===== src/rtl/palette_pkg.sv =====
// Shared constants and helpers for the palette lookup engine: width helpers and
// the layer priority resolver that turns N layer pixel codes into a palette address.
package palette_pkg;

  localparam int TRANSPARENT  = 0;
  localparam int MAX_LAYERS   = 16;
  localparam int MAX_PIX_W    = 16;
  localparam int MAX_PIX_BITS = MAX_LAYERS * MAX_PIX_W;

  function automatic int clog2(input int value);
    int result;
    result = 0;
    for (int i = 0; i < 31; i++) begin
      if ((1 << i) < value) result = i + 1;
    end
    return result;
  endfunction

  function automatic int addr_width(input int layers, input int pixW);
    return clog2(layers) + pixW;
  endfunction

  // Lowest-index opaque layer wins; with every layer transparent the backdrop
  // entry {LAYERS-1, 0} is used. Caller truncates the result to ADDR_W bits.
  function automatic logic [31:0] priority_addr(input logic [MAX_PIX_BITS-1:0] pix,
                                                input int layers, input int pixW);
    logic [31:0]          addr;
    logic [MAX_PIX_W-1:0] code;
    logic                 found;
    addr  = 32'(layers - 1) << pixW;
    found = 1'b0;
    for (int i = 0; i < MAX_LAYERS; i++) begin
      code = MAX_PIX_W'(pix >> (i * pixW)) & MAX_PIX_W'((32'd1 << pixW) - 32'd1);
      if (!found && (i < layers) && (code != MAX_PIX_W'(TRANSPARENT))) begin
        addr  = (32'(i) << pixW) | 32'(code);
        found = 1'b1;
      end
    end
    return addr;
  endfunction

endpackage


===== src/rtl/palette_wr_fifo.sv =====
// Synchronous FIFO buffering CPU palette writes until a free RAM cycle; a push
// into a full FIFO is dropped (sticky overflow) unless a pop frees a slot that cycle.
module palette_wr_fifo #(
  parameter int  DEPTH = 4,
  parameter type T     = logic [7:0]
) (
  input  logic clk_i,
  input  logic reset_i,
  input  logic push_i,
  input  T     din_i,
  input  logic pop_i,
  output T     dout_o,
  output logic empty_o,
  output logic full_o,
  output logic ovf_o
);

  localparam int IDX_W = $clog2(DEPTH);
  localparam int PTR_W = IDX_W + 1;

  T                 mem [DEPTH];
  logic [PTR_W-1:0] wrPtr_q, wrPtr_d;
  logic [PTR_W-1:0] rdPtr_q, rdPtr_d;
  logic             full_q, full_d;
  logic             ovf_q, ovf_d;
  logic             doPush, doPop;

  assign empty_o = (wrPtr_q == rdPtr_q);
  assign doPop   = pop_i && !empty_o;
  assign doPush  = push_i && (!full_q || doPop);

  // Pointers carry one extra bit so full and empty stay distinguishable after wrap.
  always_comb begin
    wrPtr_d = wrPtr_q + PTR_W'(doPush);
    rdPtr_d = rdPtr_q + PTR_W'(doPop);
    full_d  = ((wrPtr_d - rdPtr_d) == PTR_W'(DEPTH));
    ovf_d   = ovf_q | (push_i && !doPush);
  end

  always_ff @(posedge clk_i) begin
    if (reset_i) begin
      wrPtr_q <= '0;
      rdPtr_q <= '0;
      full_q  <= 1'b0;
      ovf_q   <= 1'b0;
    end else begin
      wrPtr_q <= wrPtr_d;
      rdPtr_q <= rdPtr_d;
      full_q  <= full_d;
      ovf_q   <= ovf_d;
    end
  end

  always_ff @(posedge clk_i) begin
    if (doPush) mem[wrPtr_q[IDX_W-1:0]] <= din_i;
  end

  assign dout_o = mem[rdPtr_q[IDX_W-1:0]];
  assign full_o = full_q;
  assign ovf_o  = ovf_q;

endmodule


===== src/rtl/palette_lookup_engine.sv =====
// Palette stage: resolves layer priority into a palette address, reads the
// single-port palette RAM two cycles later, and commits queued CPU writes in idle RAM cycles.
module palette_lookup_engine
  import palette_pkg::*;
#(
  parameter int  LAYERS      = 2,
  parameter int  PIX_W       = 4,
  parameter int  COLOR_W     = 9,
  parameter int  WQ_DEPTH    = 4,
  parameter int  DEFER_BLANK = 0,
  localparam int LSEL_W      = clog2(LAYERS),
  localparam int ADDR_W      = LSEL_W + PIX_W
) (
  input  logic                    CLK10,
  input  logic                    RESET,
  input  logic                    PIX_CE,
  input  logic                    BLANK,
  input  logic [LAYERS*PIX_W-1:0] LAYER_PIX,
  input  logic                    CRAM_WE,
  input  logic [ADDR_W-1:0]       CRAM_ADDR,
  input  logic [COLOR_W-1:0]      CRAM_DIN,
  output logic                    CRAM_FULL,
  output logic                    CRAM_OVF,
  output logic [COLOR_W-1:0]      COLOR_OUT,
  output logic                    COLOR_VLD
);

  typedef struct packed {
    logic [ADDR_W-1:0]  addr;
    logic [COLOR_W-1:0] data;
  } wr_req_t;

  logic [COLOR_W-1:0] ram [2**ADDR_W];

  logic [ADDR_W-1:0]  resolvedAddr;
  logic [ADDR_W-1:0]  s1Addr_q, s1Addr_d;
  logic               vS1_q, vS1_d;
  logic               vS2_q;
  logic [COLOR_W-1:0] colorOut_q;
  wr_req_t            pushReq, popReq;
  logic               fifoEmpty, fifoFull, fifoOvf;
  logic               blankOk, popEn;

  assign resolvedAddr = ADDR_W'(priority_addr(MAX_PIX_BITS'(LAYER_PIX), LAYERS, PIX_W));
  assign pushReq      = '{addr: CRAM_ADDR, data: CRAM_DIN};
  assign blankOk      = (DEFER_BLANK == 0) ? 1'b1 : BLANK;

  // A pending S1 lookup owns the RAM this cycle, so writes only commit when it is idle.
  assign popEn = !fifoEmpty && !PIX_CE && blankOk && !vS1_q && !RESET;

  palette_wr_fifo #(
    .DEPTH (WQ_DEPTH),
    .T     (wr_req_t)
  ) u_wr_fifo (
    .clk_i   (CLK10),
    .reset_i (RESET),
    .push_i  (CRAM_WE),
    .din_i   (pushReq),
    .pop_i   (popEn),
    .dout_o  (popReq),
    .empty_o (fifoEmpty),
    .full_o  (fifoFull),
    .ovf_o   (fifoOvf)
  );

  always_comb begin
    vS1_d    = PIX_CE;
    s1Addr_d = PIX_CE ? resolvedAddr : s1Addr_q;
  end

  always_ff @(posedge CLK10) begin
    if (RESET) begin
      vS1_q    <= 1'b0;
      s1Addr_q <= '0;
    end else begin
      vS1_q    <= vS1_d;
      s1Addr_q <= s1Addr_d;
    end
  end

  // COLOR_OUT holds its last value between lookups; only the valid strobe pulses.
  always_ff @(posedge CLK10) begin
    if (RESET) begin
      vS2_q      <= 1'b0;
      colorOut_q <= '0;
    end else begin
      vS2_q <= vS1_q;
      if (vS1_q) colorOut_q <= ram[s1Addr_q];
    end
  end

  always_ff @(posedge CLK10) begin
    if (popEn) ram[popReq.addr] <= popReq.data;
  end

  assign COLOR_OUT = colorOut_q;
  assign COLOR_VLD = vS2_q;
  assign CRAM_FULL = fifoFull;
  assign CRAM_OVF  = fifoOvf;

endmodule


===== config.mk =====
export PLATFORM = sky130hd
export DESIGN_NAME = palette_lookup_engine
export DESIGN_NICKNAME = d
export VERILOG_FILES = /design/src/rtl/palette_pkg.sv /design/src/rtl/palette_wr_fifo.sv /design/src/rtl/palette_lookup_engine.sv
export SDC_FILE = /design/constraint.sdc
export NUM_CORES = 1
export LEC_CHECK = 0
export ABC_CLOCK_PERIOD_IN_PS = 3600
export CAP_MARGIN = 40
export CORE_MARGIN = 2
export CORE_UTILIZATION = 45
export CTS_CLUSTER_DIAMETER = 50
export DETAILED_ROUTE_END_ITERATION = 7
export PLACE_DENSITY_LB_ADDON = 0.3
export SLEW_MARGIN = 10
export SYNTH_ARGS = -nofsm -noshare
export SYNTH_HDL_FRONTEND = slang
export SYNTH_SLANG_ARGS = --single-unit

===== constraint.sdc =====
create_clock -name CLK10 -period 3.6 [get_ports CLK10]
set_input_delay 0.36 -clock CLK10 [delete_from_list [all_inputs] [get_ports CLK10]]
set_output_delay 0.36 -clock CLK10 [all_outputs]
set_load 0.005 [all_outputs]

# Yosys cells after proc, flatten, opt, wreduce, memory -nomap -nowiden
# Memory sizes are Yosys's and may differ from the RTL's. A register that Yosys moved wholly into a read port is not among the register bits.
# Cells that the tools add are included.
[op_classes]
n_lt_le_gt_ge = 0
n_bitwise = 1
n_addsub = 3
n_reduce_logical = 17
n_eq_ne = 2
n_shift = 0
div_mod_pow = 0
n_mul = 0
muxes = 8
[op_table]
columns = ["cell", "count"]
rows = [
  ["$reduce_bool 16->1", 2],
  ["$mux 5", 2],
  ["$logic_and 1x1->1", 7],
  ["$logic_not 1->1", 7],
  ["$add 3x1->3", 2],
  ["$mux 1", 5],
  ["$eq 3x3->1", 1],
  ["$eq 3x3->1 const B", 1],
  ["$sub 3x3->3", 1],
  ["$mux 2", 1],
  ["$logic_or 1x1->1", 1],
  ["$or 1x1->1", 1],
]
[word_totals]
memories = 2
elab_cells = 40
register_bits = 15
ramBits = 344
latchBits = 0
rom_bits = 0
inputBits = 27
[memory_table]
columns = ["name", "words", "width", "rd", "rd_ports_with_merged_regs", "wr", "line_no", "rtl"]
rows = [
  ["ram", 32, 9, 1, 1, 1, "palette_lookup_engine.sv:33", "logic [COLOR_W-1:0] ram [2**ADDR_W];"],
  ["u_wr_fifo.mem", 4, 14, 1, 1, 1, "palette_wr_fifo.sv:21", "T mem [DEPTH];"],
]

# Logic depth before layout (Yosys ltp)
[depth]
word_depth = 11
ltp_mapped = 12
mapped_depth_nobuf = 11

# Modules after synthesis
# Synthesis repeated with hierarchy kept, for this count alone.
[unflattened]
cells_unflattened = 813
hier_area_um2 = 14382.5
[modules_own_cells]
columns = ["mod", "cells_per_inst", "n_inst", "area_per_inst_um2", "seq_area_each_um2"]
rows = [
  ["palette_lookup_engine", 694, 1, 11918.9, 8968.6],
  ["palette_wr_fifo", 119, 1, 2463.6, 1841.8],
]

# Worst setup path before layout
# OpenSTA, ideal clock, no wires.
[synth_timing]
path_kind = "reg2reg"
startpoint = "register u_wr_fifo.rdPtr_q[1]"
endpoint = "memory u_wr_fifo.mem[0][0] (netlist name), enable pin"
path_slack_ps = 867
t_arrival_ps = 2327
stages_incl_launch_ff = 6
synth_period_minus_slack_ps = 2733
required_ps = 3194
cell_sequence = "dfxtp_1 clkbuf_1 xor2_1 o31ai_1 a21boi_0 nor3b_1"
[synth_via]
elab_chain_len = 10
[synth_rtl]
columns = ["item", "line_no", "rtl"]
rows = [
  ["start, declared", "palette_wr_fifo.sv:23", "logic [PTR_W-1:0] rdPtr_q, rdPtr_d;"],
  ["start signal, assigned", "palette_wr_fifo.sv:48", "rdPtr_q <= rdPtr_d;"],
  ["$eq 3x3->1 *", "palette_wr_fifo.sv:28", "assign empty_o = (wrPtr_q == rdPtr_q);"],
  ["$logic_not 1->1 *", "palette_wr_fifo.sv:29, palette_lookup_engine.sv:49", ""],
  ["$logic_and 1x1->1 (3 in series)", "palette_lookup_engine.sv:49", "assign popEn = !fifoEmpty && !PIX_CE && blankOk && !vS1_q && !RESET;"],
  ["$logic_and 1x1->1 *", "palette_wr_fifo.sv:29", "assign doPop = pop_i && !empty_o;"],
  ["$logic_or 1x1->1 *", "palette_wr_fifo.sv:30", "assign doPush = push_i && (!full_q || doPop);"],
  ["$logic_and 1x1->1 *", "palette_wr_fifo.sv:30", ""],
  ["$mux 1 *", "palette_wr_fifo.sv:55", "if (doPush) mem[wrPtr_q[IDX_W-1:0]] <= din_i;"],
  ["$mux 1 (implied by the code) *", "palette_wr_fifo.sv:55", ""],
  ["end, declared", "palette_wr_fifo.sv:21", ""],
]
# Every way passes the cells marked *; elsewhere a longest branch is shown, timed or not.

# Final worst setup path
[layout_timing]
startpoint = "register u_wr_fifo.wrPtr_q[0]"
endpoint = "register u_wr_fifo.full_q (netlist: u_wr_fifo.full_o)"
[layout_via]
elab_chain_len = 11
[layout_rtl]
columns = ["item", "line_no", "rtl"]
rows = [
  ["start, declared", "palette_wr_fifo.sv:22", "logic [PTR_W-1:0] wrPtr_q, wrPtr_d;"],
  ["start signal, assigned", "palette_wr_fifo.sv:47", "wrPtr_q <= wrPtr_d;"],
  ["$eq 3x3->1", "palette_wr_fifo.sv:28", ""],
  ["$logic_not 1->1", "palette_wr_fifo.sv:29, palette_lookup_engine.sv:49", ""],
  ["$logic_and 1x1->1 (3 in series)", "palette_lookup_engine.sv:49", ""],
  ["$logic_and 1x1->1", "palette_wr_fifo.sv:29", ""],
  ["$logic_or 1x1->1", "palette_wr_fifo.sv:30", ""],
  ["$logic_and 1x1->1", "palette_wr_fifo.sv:30", ""],
  ["$add 3x1->3 *", "palette_wr_fifo.sv:34", "wrPtr_d = wrPtr_q + PTR_W'(doPush);"],
  ["via u_wr_fifo.wrPtr_d[1]", "palette_wr_fifo.sv:22", ""],
  ["$sub 3x3->3 *", "palette_wr_fifo.sv:36", "full_d = ((wrPtr_d - rdPtr_d) == PTR_W'(DEPTH));"],
  ["$eq 3x3->1 *", "palette_wr_fifo.sv:36", ""],
  ["end signal, assigned", "palette_wr_fifo.sv:49", "full_q <= full_d;"],
  ["end, declared", "palette_wr_fifo.sv:24", "logic full_q, full_d;"],
]
# The timed path passes the listed nets; every way through them passes the cells marked *.
# A chain may end at the register's enable or synchronous reset.

==> flow_summary.json <==
{
  "critical_path.startpoint_type": "flip-flop",
  "io-pin-count": 39,
  "seq_area_frac_synth": 0.749,
  "synth-main-ff-cell": "edfxtp_1",
  "drt-total-wl_mm": 29.4,
  "cts_root_buf": "clkbuf_16",
  "finalCriticalPeriod_ns": 2.86,
  "part_of_the_total_power_dissipated_in_sequential_elements": 0.506,
  "die-width_um": 183,
  "fin_setup_tns_ns": 0,
  "fin_nets": 877,
  "critPathCapture": "u_wr_fifo.full_o$_SDFF_PP0_",
  "placement_rows": 65,
  "cts_htree_levels": 2,
  "portBuffers": 37,
  "post_synth_instance_area_um2": 14400,
  "synth_fp_nets": 784,
  "synth.largest_area_cell": "edfxtp_1",
  "power.density_cell_area_nw_per_um2": 574,
  "detail-route-antenna-nets": 0,
  "tightestPinTransition_ns": 0.813,
  "worstHoldPathType": "reg2reg",
  "synth_seq_cells": 368,
  "finalNonFillerCells": 1275,
  "max-vdd-ir-drop_uv": 387,
  "worst_ep_arrival_time_ns": 3.31,
  "synth.top_cells.by_count": "edfxtp_1, mux2i_1, nor2_1, mux4_2, nand2_1",
  "ctsResizeCount": 0,
  "route.detailed.drc": 0,
  "worstSetupEndpointType": "flip-flop",
  "power.switching_mw": 2.02,
  "coreArea_um2": 31600,
  "via_count_of_the_first_global_routing_pass": 7274,
  "clock.fmax_mhz": 350,
  "fin_crit_sh": 0.793,
  "critical_path.reg2reg.startpoint": "u_wr_fifo.wrPtr_q[0]$_SDFF_PP0_",
  "place_congestion": 0.769,
  "grt_util_all_layers": 0.179,
  "die_y_um": 183,
  "fin_hold_ws_ns": 0.462,
  "maxSlewViolCount": 0,
  "combinational_cell_fraction_of_total_power": 0.065,
  "final.setup_skew_ns": 0.0188,
  "synthMostInstantiatedCell": "edfxtp_1",
  "clock_sinks": 368,
  "worstSetupPathType": "reg2reg",
  "synth.area.top_cells": "edfxtp_1, mux2i_1, mux4_2, dfxtp_1, mux4_1",
  "grt_overflow": 0,
  "post-route-cell-area_um2": 16700,
  "r2r_slack_ns": 0.74,
  "swShare": 0.210,
  "grt_max_degree": 45,
  "grt_first_pass_wirelength_mm": 44.4,
  "slowest_stage": "o31ai_1",
  "start_util": 0.457,
  "timing.max_cap.violations": 0,
  "clock_path_buffers": 3,
  "status": "finished, final reports clean",
  "finalHoldViolCount": 0,
  "unrepaired_setup_endpoints_after_global_routing": "false",
  "synth_enable_flop_cells": 344,
  "cp_common_cell": "ha_1",
  "detailedRoute.firstPassIterationCount": 5,
  "syn_to_final_growth_pct": 16.1,
  "cp_data_required_time_ns": 4.05,
  "cts_setup_buffers": 0,
  "tritoncts.num_buffers": 41,
  "cell_count_after_placement": 1203,
  "reg2regPathDepth": 10,
  "drive_gt1_frac": 0.179,
  "die_ar_um2": 33500,
  "antennaDiodeCount": 0,
  "drt_iter0_drc": 542,
  "critical_path_peak_fanout": 6,
  "cts_hold_buffers": 0,
  "synthesis.instances": 751,
  "timing.critical_path.cells": "xor2_1, o31ai_1, a21boi_0, ha_1, ha_1, ha_1, nor2b_1, xnor2_1, xnor2_1, nor3_1",
  "post-synth-top-area-fraction": 0.716,
  "synth-async-reset-ratio": 0,
  "grt_antenna_before_repair": 0,
  "clockPowerShare": 0.429,
  "drt-vias-per-instance": 5.54,
  "report.final.setup_viol": 0,
  "startpoint": "u_wr_fifo.wrPtr_q[0]$_SDFF_PP0_",
  "netlist-cell-type-count": 40,
  "timing.max_slew.rel_slack": 0.458,
  "synth.avg_cell_area_um2": 19.2,
  "postPlaceCellArea_um2": 15400,
  "max_stage_delay_on_crit_path_ns": 0.59,
  "yosys_warnings": 0,
  "internal_power_mw": 7.59,
  "worst_setup_hold_path_clk_slew_ns": 0.06,
  "post_drt_wl_per_cell_um": 23.1,
  "worst_skew_pair.late_latency_ns": 0.52,
  "leakagePower_nw": 5.46,
  "hpwlAfterDp_mm": 17.4,
  "crit-reg2reg-capture": "u_wr_fifo.full_o$_SDFF_PP0_",
  "route.vias.total": 7063,
  "tritoncts": "yes"
}
==> flip-flops by register name (all words and copies together) (netlist names) <==
name               cells
COLOR_OUT              9
COLOR_VLD              1
ram                  288
s1Addr_q               5
u_wr_fifo.full_o       1
u_wr_fifo.mem         56
u_wr_fifo.ovf_o        1
u_wr_fifo.rdPtr_q      3
u_wr_fifo.wrPtr_q      3
vS1_q                  1
==> cells in the final DEF (no fill, tap or decap), types with 2 or more instances in the layout <==
cell,instances
nand3_1,10
a21oi_1,22
a22o_1,9
nand2_1,25
mux4_2,34
edfxtp_1,344
clkbuf_16,41
buf_12,2
a211oi_1,9
mux2_2,9
xor2_1,4
a221oi_2,2
inv_1,4
dfxtp_1,22
clkdlybuf4s50_1,37
nor2_1,48
nor2b_1,15
inv_6,2
o41ai_1,5
clkbuf_1,10
a22oi_1,22
clkinv_1,6
ha_1,6
or3_1,2
mux2i_1,77
nand2b_1,4
mux4_1,16
nor3_1,2
bufinv_16,5
buf_4,49
xnor2_1,3
a221oi_1,7
clkbuf_8,4
==> critical path, delay by kind of cell (launching register included) <==
kind | cells | cell delay, ns
DFF | 1 | 0.45
xor gates and xnor gates | 3 | 0.33
AOI/OAI and AO/OA | 2 | 0.95
and+or+nand+nor | 2 | 0.29
adders and majority gates | 3 | 0.76
==> per-stage QoR <==
stage | utilization | power, mW | worst slack, ns
after CTS | 0.531 | 9.71 | 0.733
after global placement | 0.488 | 5.57 | 0.716
after global routing | 0.531 | 9.92 | 0.464
after floorplan | - | 5.34 | 0.867
after detailed placement | 0.488 | 5.59 | 0.655
final | 0.531 | 9.61 | 0.744
==> layout make-up <==
class | count | area [um^2]
Timing Repair Buffer | 88 | 778
Clock inverter | 17 | 223
Multi-Input combinational cell | 341 | 3290
Clock buffer | 55 | 1120
Fill cell | 2484 | 14800
Tap cell | 402 | 503
Sequential cell | 368 | 10800
Inverter | 4 | 15.0
==> power groups by stage <==
stage / Combinational (mW) / Clock (mW) / Sequential [mW]
after detailed placement: 0.633 / 0 / 4.95
after floorplan: 0.418 / 0 / 4.92
after global routing: 0.674 / 4.38 / 4.87
after global placement: 0.622 / 0 / 4.95
after CTS: 0.635 / 4.21 / 4.86
final: 0.623 / 4.13 / 4.86
==> logic make-up after synthesis <==
family          count (synthesis)  share of synthesized area
xor+xnor                        7                    0.00425
flops                         368                      0.749
buf+inv                        42                     0.0225
simple gates                  112                     0.0352
compound gates                 80                     0.0407
fa+ha+maj                       6                    0.00520
mux                           136                      0.143
==> how the worst min path moves through the flow <==
stage	startpoint	endpoint	slack, ns	cells after the start
global placement	COLOR_OUT[6]$_SDFFE_PP0P_	COLOR_OUT[6]$_SDFFE_PP0P_	0.45	2
global route	CRAM_DIN[4]	u_wr_fifo.mem[3][4]$_DFFE_PP_	0.47	1
detailed placement	COLOR_OUT[7]$_SDFFE_PP0P_	COLOR_OUT[7]$_SDFFE_PP0P_	0.44	2
floorplan	COLOR_OUT[1]$_SDFFE_PP0P_	COLOR_OUT[1]$_SDFFE_PP0P_	0.44	2
CTS	CRAM_DIN[2]	u_wr_fifo.mem[2][2]$_DFFE_PP_	0.46	1
finish	COLOR_OUT[5]$_SDFFE_PP0P_	COLOR_OUT[5]$_SDFFE_PP0P_	0.46	2
==> per-layer routing <==
layer	track usage	routed length [um]	vias to the layer above	part of all wire
met5	0	0	-	0
met4	0.0566	690	0	0.023
met3	0.0244	1350	50	0.046
met2	0.305	14700	173	0.50
met1	0.242	12700	3610	0.43
li1	-	-	3230	-
Note: power is estimated with default switching activity, not from simulation.
